### src/rtl/alu_result_fifo_if.sv
`default_nettype none
// ============================================================================
// Module      : alu_result_fifo_if
// Description : Producer/consumer bundle for the ALU result FIFO.
// Revision    : 1.0 - initial release
// ============================================================================
interface alu_result_fifo_if #(
  parameter int PTR_W = 2
);
  logic             in_valid;
  logic             in_ready;
  logic [15:0]      in_sum;
  logic             in_cout;
  logic             in_a_sign;
  logic             in_b_sign;
  logic             flush;
  logic             out_valid;
  logic             out_ready;
  logic [15:0]      out_sum;
  logic [3:0]       out_flags;
  logic [PTR_W:0]   count;
  logic             drop_err;

  // FIFO side
  modport slave (
    input  in_valid, in_sum, in_cout, in_a_sign, in_b_sign, flush, out_ready,
    output in_ready, out_valid, out_sum, out_flags, count, drop_err
  );

  // Producer/consumer side
  modport master (
    output in_valid, in_sum, in_cout, in_a_sign, in_b_sign, flush, out_ready,
    input  in_ready, out_valid, out_sum, out_flags, count, drop_err
  );
endinterface
`default_nettype wire

### src/rtl/alu_result_fifo.sv
`default_nettype none
// ============================================================================
// Module      : alu_result_fifo
// Description : Captures adder results, derives {V,N,C,Z} flags and buffers
//               them in a circular FIFO drained over valid/ready.
// Revision    : 1.0 - initial release
// ============================================================================
module alu_result_fifo #(
  parameter int DEPTH = 4,
  parameter int PTR_W = 2
) (
  input  logic                clk,
  input  logic                rst,
  alu_result_fifo_if.slave    bus
);

  localparam logic [PTR_W:0] FULL_CNT = (PTR_W+1)'(DEPTH);

  logic [15:0]      sum_mem_q   [DEPTH];
  logic [3:0]       flags_mem_q [DEPTH];

  logic [PTR_W-1:0] wr_ptr_q, wr_ptr_d;
  logic [PTR_W-1:0] rd_ptr_q, rd_ptr_d;
  logic [PTR_W:0]   count_q,  count_d;
  logic             drop_err_q, drop_err_d;

  logic             full;
  logic             empty;
  logic             push_en;
  logic             pop_en;
  logic [3:0]       flags_in;

  assign full  = (count_q == FULL_CNT);
  assign empty = (count_q == '0);

  // {V,N,C,Z} from the low result byte
  always_comb begin
    flags_in    = 4'b0000;
    flags_in[3] = (bus.in_a_sign == bus.in_b_sign) && (bus.in_sum[7] != bus.in_a_sign);
    flags_in[2] = bus.in_sum[7];
    flags_in[1] = bus.in_cout;
    flags_in[0] = (bus.in_sum[7:0] == 8'h00);
  end

  // Refusal at full holds even when a pop occurs in the same cycle
  assign push_en = bus.in_valid && !full  && !bus.flush;
  assign pop_en  = bus.out_ready && !empty && !bus.flush;

  always_comb begin
    wr_ptr_d   = wr_ptr_q;
    rd_ptr_d   = rd_ptr_q;
    count_d    = count_q;
    drop_err_d = drop_err_q;

    if (bus.flush) begin
      wr_ptr_d   = '0;
      rd_ptr_d   = '0;
      count_d    = '0;
      drop_err_d = 1'b0;
    end else begin
      if (push_en) begin
        wr_ptr_d = wr_ptr_q + PTR_W'(1);
      end
      if (pop_en) begin
        rd_ptr_d = rd_ptr_q + PTR_W'(1);
      end
      case ({push_en, pop_en})
        2'b10:   count_d = count_q + (PTR_W+1)'(1);
        2'b01:   count_d = count_q - (PTR_W+1)'(1);
        default: count_d = count_q;
      endcase
      if (bus.in_valid && full) begin
        drop_err_d = 1'b1;
      end
    end
  end

  always_ff @(posedge clk or posedge rst) begin
    if (rst) begin
      wr_ptr_q   <= '0;
      rd_ptr_q   <= '0;
      count_q    <= '0;
      drop_err_q <= 1'b0;
    end else begin
      wr_ptr_q   <= wr_ptr_d;
      rd_ptr_q   <= rd_ptr_d;
      count_q    <= count_d;
      drop_err_q <= drop_err_d;
    end
  end

  // Storage carries no reset; occupancy alone qualifies its contents
  always_ff @(posedge clk) begin
    if (push_en) begin
      sum_mem_q[wr_ptr_q]   <= bus.in_sum;
      flags_mem_q[wr_ptr_q] <= flags_in;
    end
  end

  assign bus.in_ready  = !full;
  assign bus.out_valid = !empty;
  assign bus.out_sum   = empty ? 16'h0000 : sum_mem_q[rd_ptr_q];
  assign bus.out_flags = empty ? 4'h0     : flags_mem_q[rd_ptr_q];
  assign bus.count     = count_q;
  assign bus.drop_err  = drop_err_q;

endmodule
`default_nettype wire

### src/flat_wrapper.sv
// flat-port wrapper written by rule: the top's interface ports become plain ports
module alu_result_fifo_flat 
#(
  parameter int DEPTH = 4,
  parameter int PTR_W = 2
)
  (clk, rst, bus_in_valid, bus_in_sum, bus_in_cout, bus_in_a_sign, bus_in_b_sign, bus_flush, bus_out_ready, bus_in_ready, bus_out_valid, bus_out_sum, bus_out_flags, bus_count, bus_drop_err);
  alu_result_fifo_if #(.PTR_W(PTR_W)) bus_i ();
  input  logic clk;
  input  logic rst;
  input wire logic [$bits(bus_i.in_valid)-1:0] bus_in_valid;
  input wire logic [$bits(bus_i.in_sum)-1:0] bus_in_sum;
  input wire logic [$bits(bus_i.in_cout)-1:0] bus_in_cout;
  input wire logic [$bits(bus_i.in_a_sign)-1:0] bus_in_a_sign;
  input wire logic [$bits(bus_i.in_b_sign)-1:0] bus_in_b_sign;
  input wire logic [$bits(bus_i.flush)-1:0] bus_flush;
  input wire logic [$bits(bus_i.out_ready)-1:0] bus_out_ready;
  output wire logic [$bits(bus_i.in_ready)-1:0] bus_in_ready;
  output wire logic [$bits(bus_i.out_valid)-1:0] bus_out_valid;
  output wire logic [$bits(bus_i.out_sum)-1:0] bus_out_sum;
  output wire logic [$bits(bus_i.out_flags)-1:0] bus_out_flags;
  output wire logic [$bits(bus_i.count)-1:0] bus_count;
  output wire logic [$bits(bus_i.drop_err)-1:0] bus_drop_err;
  assign bus_i.in_valid = bus_in_valid;
  assign bus_i.in_sum = bus_in_sum;
  assign bus_i.in_cout = bus_in_cout;
  assign bus_i.in_a_sign = bus_in_a_sign;
  assign bus_i.in_b_sign = bus_in_b_sign;
  assign bus_i.flush = bus_flush;
  assign bus_i.out_ready = bus_out_ready;
  assign bus_in_ready = bus_i.in_ready;
  assign bus_out_valid = bus_i.out_valid;
  assign bus_out_sum = bus_i.out_sum;
  assign bus_out_flags = bus_i.out_flags;
  assign bus_count = bus_i.count;
  assign bus_drop_err = bus_i.drop_err;
  alu_result_fifo #(.DEPTH(DEPTH), .PTR_W(PTR_W)) u_core (.clk(clk), .rst(rst), .bus(bus_i));
endmodule
### config.mk
export PLATFORM = sky130hd
export DESIGN_NAME = alu_result_fifo_flat
export DESIGN_NICKNAME = d
export VERILOG_FILES = /design/src/rtl/alu_result_fifo_if.sv /design/src/rtl/alu_result_fifo.sv /design/src/flat_wrapper.sv
export SDC_FILE = /design/constraint.sdc
export NUM_CORES = 1
export LEC_CHECK = 0
export BUFFER_PORTS_ARGS = -buffer_cell sky130_fd_sc_hd__buf_4
export CORE_MARGIN = 3
export CORE_UTILIZATION = 47
export CTS_CLUSTER_SIZE = 28
export DETAILED_ROUTE_END_ITERATION = 16
export PLACE_DENSITY_LB_ADDON = 0.08
export SLEW_MARGIN = 20
export SYNTH_ARGS = -nofsm -noshare
export SYNTH_HDL_FRONTEND = slang
export SYNTH_SLANG_ARGS = --single-unit
### constraint.sdc
create_clock -name clk -period 2.7 [get_ports clk]
set_input_delay 0.675 -clock clk [delete_from_list [all_inputs] [get_ports clk]]
set_output_delay 0.675 -clock clk [all_outputs]
set_load 0.02 [all_outputs]
* Yosys cells after proc, flatten, opt, wreduce, memory -nomap -nowiden
Memory sizes are Yosys's and may differ from the RTL's.
Index checks and enable logic that the tools add are counted.
** Word-level totals
- Flip-flop bits (word level) :: 8
- Bits in writable memories :: 80
- Input bits :: 24
- Output and inout bits :: 26
- Memories :: 2
** Operators by class
- $add $sub $neg :: 4
- Equal/unequal tests :: 5
- Mux-type cells :: 12
- Reduce and logical (&&, ||, !) cells :: 15
** Memories
- u_core.sum_mem_q :: depth 4, bits a word 16, rd ports 1, clocked after memory_dff 0, write ports 1, RTL line alu_result_fifo.sv:19 : logic [15:0] sum_mem_q [DEPTH];
- u_core.flags_mem_q :: depth 4, bits a word 4, rd ports 1, clocked after memory_dff 0, write ports 1, RTL line alu_result_fifo.sv:20 : logic [3:0] flags_mem_q [DEPTH];
** Operator list (number)
- $mux W16 :: 1
- $logic_not A8 Y1 :: 1
- $mux W2 :: 4
- $logic_and A1 B1 Y1 :: 6
- $pmux W3 S2 :: 1
- $reduce_bool A2 Y1 :: 3
- $add A2 B1 Y2 const B :: 2
- $mux W1 :: 4
- $mux W4 :: 1
- $add A3 B1 Y3 const B :: 1
- $eq A3 B3 Y1 const B :: 1
- $logic_not A1 Y1 :: 3
- $logic_not A3 Y1 :: 1
- $mux W3 :: 1
- $reduce_bool A3 Y1 :: 1
- $sub A3 B1 Y3 const B :: 1
- $eq A2 B1 Y1 const B :: 1
- $eq A2 B2 Y1 const B :: 1
- $eq A1 B1 Y1 :: 1
- $ne A1 B1 Y1 :: 1

* Logic depth before layout (Yosys ltp)
Gate-level depths: netlist of run 1.
- Depth after elaboration :: 7
- Gate-level depth with buffers :: 8
- Mapped depth without buffers :: 6

* Worst setup path after synthesis of run 1
Ideal clock, no wire load.
- Kind :: reg-to-reg
- From :: register u_core.count_q[1], in the netlist u_core.bus.count[1]
- To :: register u_core.count_q[2], in the netlist u_core.bus.count[2]
- Arrival :: 2.321 ns
- Required time :: 2.618 ns
- Path slack :: 0.298 ns
- Stages on the path, launching flop included :: 9
- Buffers on the path :: 2
- Cells stage by stage :: dfrtp_1 > buf_6 > nor3_1 > buf_2 > nor4_1 > fa_1 > nor2_1 > or4b_1 > a31oi_1
** Between the ends
- Cells in the longest elaborated chain, start to end :: 7
** Ends and longest elaborated chain
- from (decl) :: RTL line alu_result_fifo.sv:24 : logic [PTR_W:0] count_q, count_d;
- from (signal assigned) :: RTL line alu_result_fifo.sv:87 : count_q <= count_d;
- $eq A3 B3 Y1 or $logic_not A3 Y1 (tied branches) :: RTL line alu_result_fifo.sv:33, alu_result_fifo.sv:34
- $logic_not A1 Y1, on equally long branches :: RTL line alu_result_fifo.sv:46, alu_result_fifo.sv:47
- $logic_and A1 B1 Y1, on equally long branches (2 in a row) :: RTL line alu_result_fifo.sv:46, alu_result_fifo.sv:47
- $eq A2 B1 Y1 or $eq A2 B2 Y1 (tied branches) :: RTL line alu_result_fifo.sv:67 : case ({push_en, pop_en})
- $pmux W3 S2 :: RTL line alu_result_fifo.sv:67
- $mux W3 :: RTL line alu_result_fifo.sv:55 : if (bus.flush) begin
Parallel ways exist; a longest one is shown, timed or not.
A chain may end at the register's enable or synchronous reset.

* Worst setup path in the final report of run 1
- From :: register u_core.rd_ptr_q[0]
- To :: output port bus_out_sum[12]
** Between the ends
- Cells in the longest elaborated chain, start to end :: 2
** Ends and longest elaborated chain
- from (decl) :: RTL line alu_result_fifo.sv:23 : logic [PTR_W-1:0] rd_ptr_q, rd_ptr_d;
- from (signal assigned) :: RTL line alu_result_fifo.sv:86 : rd_ptr_q <= rd_ptr_d;
- $mem_v2 Z4 W16
- $mux W16 :: RTL line alu_result_fifo.sv:102 : assign bus.out_sum = empty ? 16'h0000 : sum_mem_q[rd_ptr_q];
- to (decl) :: RTL line flat_wrapper.sv:20 : output wire logic [$bits(bus_i.out_sum)-1:0] bus_out_sum;
Every way passes these cells.

==> impl_metrics.yaml, run 1 <==
global_routing:
  grt_pass1_wl_um: 10100
  grt_max_degree: 23
  grt_antenna_before_repair: 0
  grt-ovfl-total: 0
  track_usage: 0.160
  first_global_vias: 1948
routing:
  first_pass_iters: 4
  drc: 0
  ant_nets: 0
  vias_per_cell: 5.14
  wire_per_inst_um: 17.4
  dr_total_vias: 1840
  drtIter0Drc: 67
  drt-total-wl_um: 6210
clock_network:
  cts.htree.levels: 3
  clock_latency_ns: 0.34
  cts_root_buf: "clkbuf_8"
  cts.path.max_buffers: 2
  cts_hold_buf: 0
  cts_buffers: 9
  cts.reportedPaths.clkPinSlew_ns: 0.09
  clkSinkCount: 84
  cts_tree: "yes"
worst_setup_path:
  critPathKind: "reg -> out"
  cp_num_buf_inv: 2
  crit_slowest_cell: "mux4_1"
  crit_top_cell: "buf_4"
  critPathRequiredTime_ns: 2.03
  cp_cell_sequence: "buf_4, mux4_1, nor2b_1, buf_4"
  max_stage_delay_ns: 0.56
  worstPathArrival_ns: 1.83
  worstPathMaxFanout: 8
  cp-end-kind: "output port"
  crit_family: "multiplexers"
  cp-start-kind: "flip-flop"
yosys:
  yosysWarnings: 0
  synth_cell_types: 37
  syn_nets: 228
  ys_seq_area_frac: 0.695
  syn_inst: 199
  synth_top_family_by_area: "multiplexers"
  synth_seq_cells: 84
  synthFlopType: "edfxtp_1"
  synth.top_cell.area_share: 0.639
  synth-edff-count: 76
  synth_common_cells: "edfxtp_1 (76), nor2b_1 (20), mux4_2 (15)"
  ys_top_cells_by_area: "edfxtp_1 (64%), mux4_2 (9.5%), dfrtp_1 (5.6%)"
  syn_area_per_cell_sq_um: 17.9
  synth-compound-area-share: 0.0336
  synthArstFlopShare: 0.0952
  synth-adder-area-share: 0.0196
  muxShareOfSynthArea: 0.124
  synth_area_sq_um: 3570
  yosys.area.top_type: "edfxtp_1"
  yosys.area_share.simple: 0.0816
  synth_most_common_cell: "edfxtp_1"
  synth-xor-area-share: 0.00491
cells_and_area:
  multi_input_area_sq_um: 952
  syn2layout_area_growth_pct: 19.2
  layout-drive-gt1-share: 0.359
  n_antenna_cell: 0
  fillCellCount: 566
  register_area_sq_um: 2480
  stdcell_count: 358
  nets: 283
die:
  core-area_sq_um: 7330
  num_rows: 31
  fp.dieH_um: 93.2
  die_area_sq_um: 8680
  start_util: 0.487
  die_w_um: 93.2
  io_pins: 50
placed_design:
  post-place-cells: 342
  portBuffers: 49
  gp_congestion: 0.789
  hpwlAfterDp_um: 3900
power:
  power_leakage_uw: 0.00150
  power_per_cell_area_nw_per_um2: 675
  ir_worst_vdd_mv: 0.532
sta:
  hold_violations: 0
  tightest_slew_ns: 0.508
  final.period_utilization: 0.927
  clock_skew_ns: 0.00839
  finalSetupViolations: 0
  finalCriticalPeriod_ns: 2.50
  fin_setup_tns_ns: 0
  rsz0062_at_grt: "no"
  fmax_ghz: 0.400
  slew_headroom: 0.658
  slew_viol_final: 0
worst_hold_path:
  hp-class: "in -> async"
run:
  max_cap_violations: 0
run_status:
  status: "finished, final reports clean"
-- flip-flops by register name, summed over array words and instances, names as in the netlist --
signal and count:
u_core.wr_ptr_q 2, u_core.bus.drop_err 1, u_core.rd_ptr_q 2, u_core.flags_mem_q 16, u_core.bus.count 3, u_core.sum_mem_q 60
-- kinds of logic (layout without fill, tap and decap cells) --
group,after synthesis,after routing
muxes,19,19
AOI/OAI and AO/OA,19,19
buffers and inverters,20,80
xor gates and xnor gates,2,2
and+or+nand+nor,50,50
DFF,84,84
adders and majority gates,5,5
-- path summary, 6_finish.rpt --
kind                                        to  slack [ns]                 from  cells after the start
max                            bus_out_sum[12]        0.20   u_core.rd_ptr_q[0]                      4
min in group clk           u_core.bus.drop_err        0.52  u_core.bus.drop_err                      2
max reg2reg                u_core.bus.count[2]        0.65  u_core.bus.count[0]                      6
max in group asynchronous   u_core.rd_ptr_q[1]        2.17                  rst                      2
min reg2reg                u_core.bus.drop_err        0.52  u_core.bus.drop_err                      2
min                        u_core.bus.count[2]        0.28                  rst                      2
-- placed cells by master, fill, tap and decap left out, types with 2 or more instances in the layout --
master	n
dfrtp_1	8
clkbuf_8	9
mux4_1	4
or4_1	2
nor2_1	9
inv_1	6
and2_1	4
ha_1	4
buf_12	3
nand3b_1	2
o311ai_0	2
nand3_1	4
mux4_2	15
a31oi_1	2
a21oi_1	4
o21ai_0	6
inv_6	3
edfxtp_1	76
nand2_1	2
buf_4	54
nor2b_1	20
-- where the power goes --
group,total (uW),switching (uW),internal (uW)
Sequential,1490,27.7,1460
Clock,913,471,442
Combinational,474,250,224
Total,2870,748,2130
-- metrics by stage --
| step | total power [uW] | setup slack [ns] | hold WS, ns | utilization | cell area, sq um |
|---|---|---|---|---|---|
| after floorplan | 1820 | 0.298 | 0.491 | - | 3570 |
| after global placement | 2000 | 0.480 | 0.518 | 0.552 | 4050 |
| after detailed placement | 2000 | 0.437 | 0.492 | 0.552 | 4050 |
| after CTS | 2920 | 0.149 | 0.273 | 0.580 | 4250 |
| after global routing | 3010 | 0.117 | 0.281 | 0.581 | 4260 |
| final | 2870 | 0.197 | 0.279 | 0.581 | 4260 |
-- what timing repair did --
item,in CTS,in global routing
resized for setup,0,1
endpoints found under the setup margin,0,1
setup buffers,0,0
-- routing by layer --
metal / track usage / vias up / share of wire
met1: 0.221 / 905 / 0.46
met5: 0 / - / 0
met3: 0.0322 / 8 / 0.038
met2: 0.247 / 39 / 0.49
met4: 0.0733 / 0 / 0.014
li1: - / 888 / -
-- final cells by class --
class                      instances  share of cell area
sequential                        84               0.583
timing repair buffer              57               0.109
clock inverter                     7              0.0188
clock buffer                       9              0.0291
tap                               99              0.0291
inverter                           7             0.00676
multi-input combinational         95               0.224
-- worst reg2reg max path, stage by stage, from the launching register on --
cell and delay [ns]:
dfrtp_1 0.62, o21a_1 0.19, nor4_1 0.06, fa_1 0.42, nor2_1 0.11, or4b_1 0.43
a31oi_1 0.16
Note: power is estimated with default switching activity, not from simulation.
==> inputs of run 2 (changes only) <==
ABC_AREA = 1   (was not set)
CORE_MARGIN = 2   (was 3)
GPL_TIMING_DRIVEN = 0   (was not set)
==> run 2 against run 1 <==
First-iteration DRC count grew 99%. Non-clock buffer count grew 7. Utilization grew 1.4 points. Sequential share of layout area shrank 0.64 points. Combinational power grew 120%. Critical path type unchanged.
==> impl_metrics.yaml, run 2 <==
yosys:
  synth_seq_cells: 84
  syn_area_per_cell_sq_um: 11.6
  yosys.area.top_type: "edfxtp_1"
  ys_seq_area_frac: 0.704
  yosysWarnings: 0
  synthFlopType: "edfxtp_1"
  synth-edff-count: 76
  synth_most_common_cell: "nor2_1"
  synth_common_cells: "nor2_1 (85), edfxtp_1 (76), o21ai_0 (32)"
  synth_cell_types: 27
  synth_area_sq_um: 3530
  synth.top_cell.area_share: 0.647
  ys_top_cells_by_area: "edfxtp_1 (65%), nor2_1 (9.0%), dfrtp_1 (5.7%)"
  syn_nets: 333
  synthArstFlopShare: 0.0952
  syn_inst: 304
cells_and_area:
  layout_common_cells: "nor2_1 (81), edfxtp_1 (76), buf_4 (52)"
  syn2layout_area_growth_pct: 22.2
  largest_reg_flops: 60
  top_register: "u_core.sum_mem_q"
  fin_area_sq_um: 4310
  layout_commonest_cell: "nor2_1"
  nets: 394
  stdcell_count: 469
  layout-drive-gt1-share: 0.259
  n_antenna_cell: 0
global_routing:
  grt_antenna_before_repair: 0
  grt_max_degree: 20
  grtUsageMet3: 0.0384
  top_usage_layer: "met2"
  track_usage: 0.193
  grt.met2_usage: 0.307
  first_global_vias: 2290
  grtUsageMet1: 0.261
  grt-ovfl-total: 0
  grt_pass1_wl_um: 11800
clock_network:
  cts_root_buf: "clkbuf_8"
  cts_tree: "yes"
  clock_latency_ns: 0.36
  clkSinkCount: 84
  cts_buffers: 9
  cts_hold_buf: 0
  cts.reportedPaths.clkPinSlew_ns: 0.08
  cts.htree.levels: 3
  cts.path.max_buffers: 2
sta:
  clock_skew_ns: 0.00913
  finalSetupViolations: 0
  slew_viol_final: 0
  finalCriticalPeriod_ns: 2.56
  slew_headroom: 0.540
  holdWs_ns: 0.277
  fmax_ghz: 0.391
  final.period_utilization: 0.947
  hold_violations: 0
  fin_setup_tns_ns: 0
  tightest_slew_ns: 0.688
die:
  start_util: 0.486
  die_area_sq_um: 8220
  io_pins: 50
  num_rows: 31
  fp.dieH_um: 90.6
  die_w_um: 90.6
  core-area_sq_um: 7250
power:
  internal_power_uw: 2480
  pwr-share-comb: 0.285
  power_per_cell_area_nw_per_um2: 840
  power_frac_seq: 0.420
  clockPowerShare: 0.295
  power_leakage_uw: 0.00166
  power.total_uw: 3620
  ir_worst_vdd_mv: 0.473
  swShare: 0.314
  power.switching_uw: 1140
worst_setup_path:
  cp-start-kind: "flip-flop"
  worstPathArrival_ns: 1.88
  cp_cell_sequence: "inv_2, nand2_2, clkinv_2, clkbuf_4, a21oi_1, buf_4, buf_4"
  crit_family: "buffers and inverters"
  critPathRequiredTime_ns: 2.03
  critPathKind: "reg -> out"
  worstPathMaxFanout: 10
  cp-end-kind: "output port"
  cp_num_buf_inv: 5
  crit_top_cell: "buf_4"
  crit_slowest_cell: "dfrtp_2"
  max_stage_delay_ns: 0.44
routing:
  ant_nets: 0
  dr_total_vias: 2362
  drc: 0
  wire_per_inst_um: 16.0
  first_pass_iters: 5
  drt-total-wl_um: 7510
  drtIter0Drc: 133
  vias_per_cell: 5.04
placed_design:
  hpwlAfterDp_um: 4660
  portBuffers: 49
  post-place-cells: 453
  gp_congestion: 0.755
  placedInstanceArea_sq_um: 4060
run_status:
  status: "finished, final reports clean"
run:
  max_cap_violations: 0
worst_hold_path:
  hp-class: "in -> async"
## run 2: cell count changes after synthesis, moves of 8 or more
cell,delta
inv_1,+8
o21ai_0,+26
nor2b_1,-20
a21oi_1,+19
nand2_1,+15
nor2_1,+76
o21ai_1,+9
mux4_2,-15
## run 2: metal layers
metal,wire length (um),part of all wire
met1,3360,0.45
met2,3590,0.48
met3,445,0.059
met4,120,0.016
met5,0,0
## run 2: final timing paths
kind / start / endpoint / slack, ns / cells past startpoint
max in group asynchronous: rst / u_core.bus.count[1] / 2.15 / 2
min: rst / u_core.bus.drop_err / 0.28 / 2
min in group clk: bus_in_sum[11] / u_core.sum_mem_q[1][11] / 0.51 / 1
max reg2reg: u_core.bus.count[0] / u_core.sum_mem_q[2][1] / 0.67 / 7
min reg2reg: u_core.bus.drop_err / u_core.bus.drop_err / 0.53 / 2
max: u_core.bus.count[2] / bus_out_sum[7] / 0.14 / 7
## run 2: cells by family after synthesis
group | Yosys count | synth area share
adders and majority gates | 5 | 0.0199
and+or+nand+nor | 115 | 0.135
xor gates and xnor gates | 1 | 0.00248
DFF | 84 | 0.704
AOI/OAI and AO/OA | 67 | 0.0982
buffers and inverters | 32 | 0.0408
## run 2: worst reg2reg max path: stages, from the launching register on
cell	delay, ns
dfrtp_2	0.44
nor2_4	0.07
nand2_2	0.09
nand2_4	0.07
nor2_1	0.16
inv_1	0.19
nor2_2	0.49
buf_8	0.24
## run 2: power by group through the flow
stage,Clock (uW),Combinational (uW),Sequential (uW)
floorplan,0,597,1560
global placement,0,1020,1550
detailed placement,0,1040,1550
CTS,1070,1040,1520
global route,1120,1140,1530
finish,1070,1030,1520
## run 2: through the flow
step / setup WS (ns) / util
6_report: 0.142 / 0.594
5_1_grt: -0.00248 / 0.594
4_1_cts: 0.000346 / 0.593
3_5_place_dp: 0.390 / 0.560
3_3_place_gp: -0.345 / 0.554
2_1_floorplan: 0.369 / -
## run 2: cell type report
| type | instances | area, sq um |
|---|---|---|
| sequential | 84 | 2490 |
| clock inverter | 5 | 108 |
| fill | 618 | 2940 |
| tap | 99 | 124 |
| inverter | 18 | 68.8 |
| multi-input combinational | 188 | 927 |
| timing repair buffer | 50 | 383 |
| buffer | 14 | 82.6 |
| clock buffer | 11 | 131 |
## run 2: repair_timing
item / in CTS / in global routing
resized for setup: 0 / 9
endpoints found under the setup margin: 0 / 1
setup buffers: 0 / 0
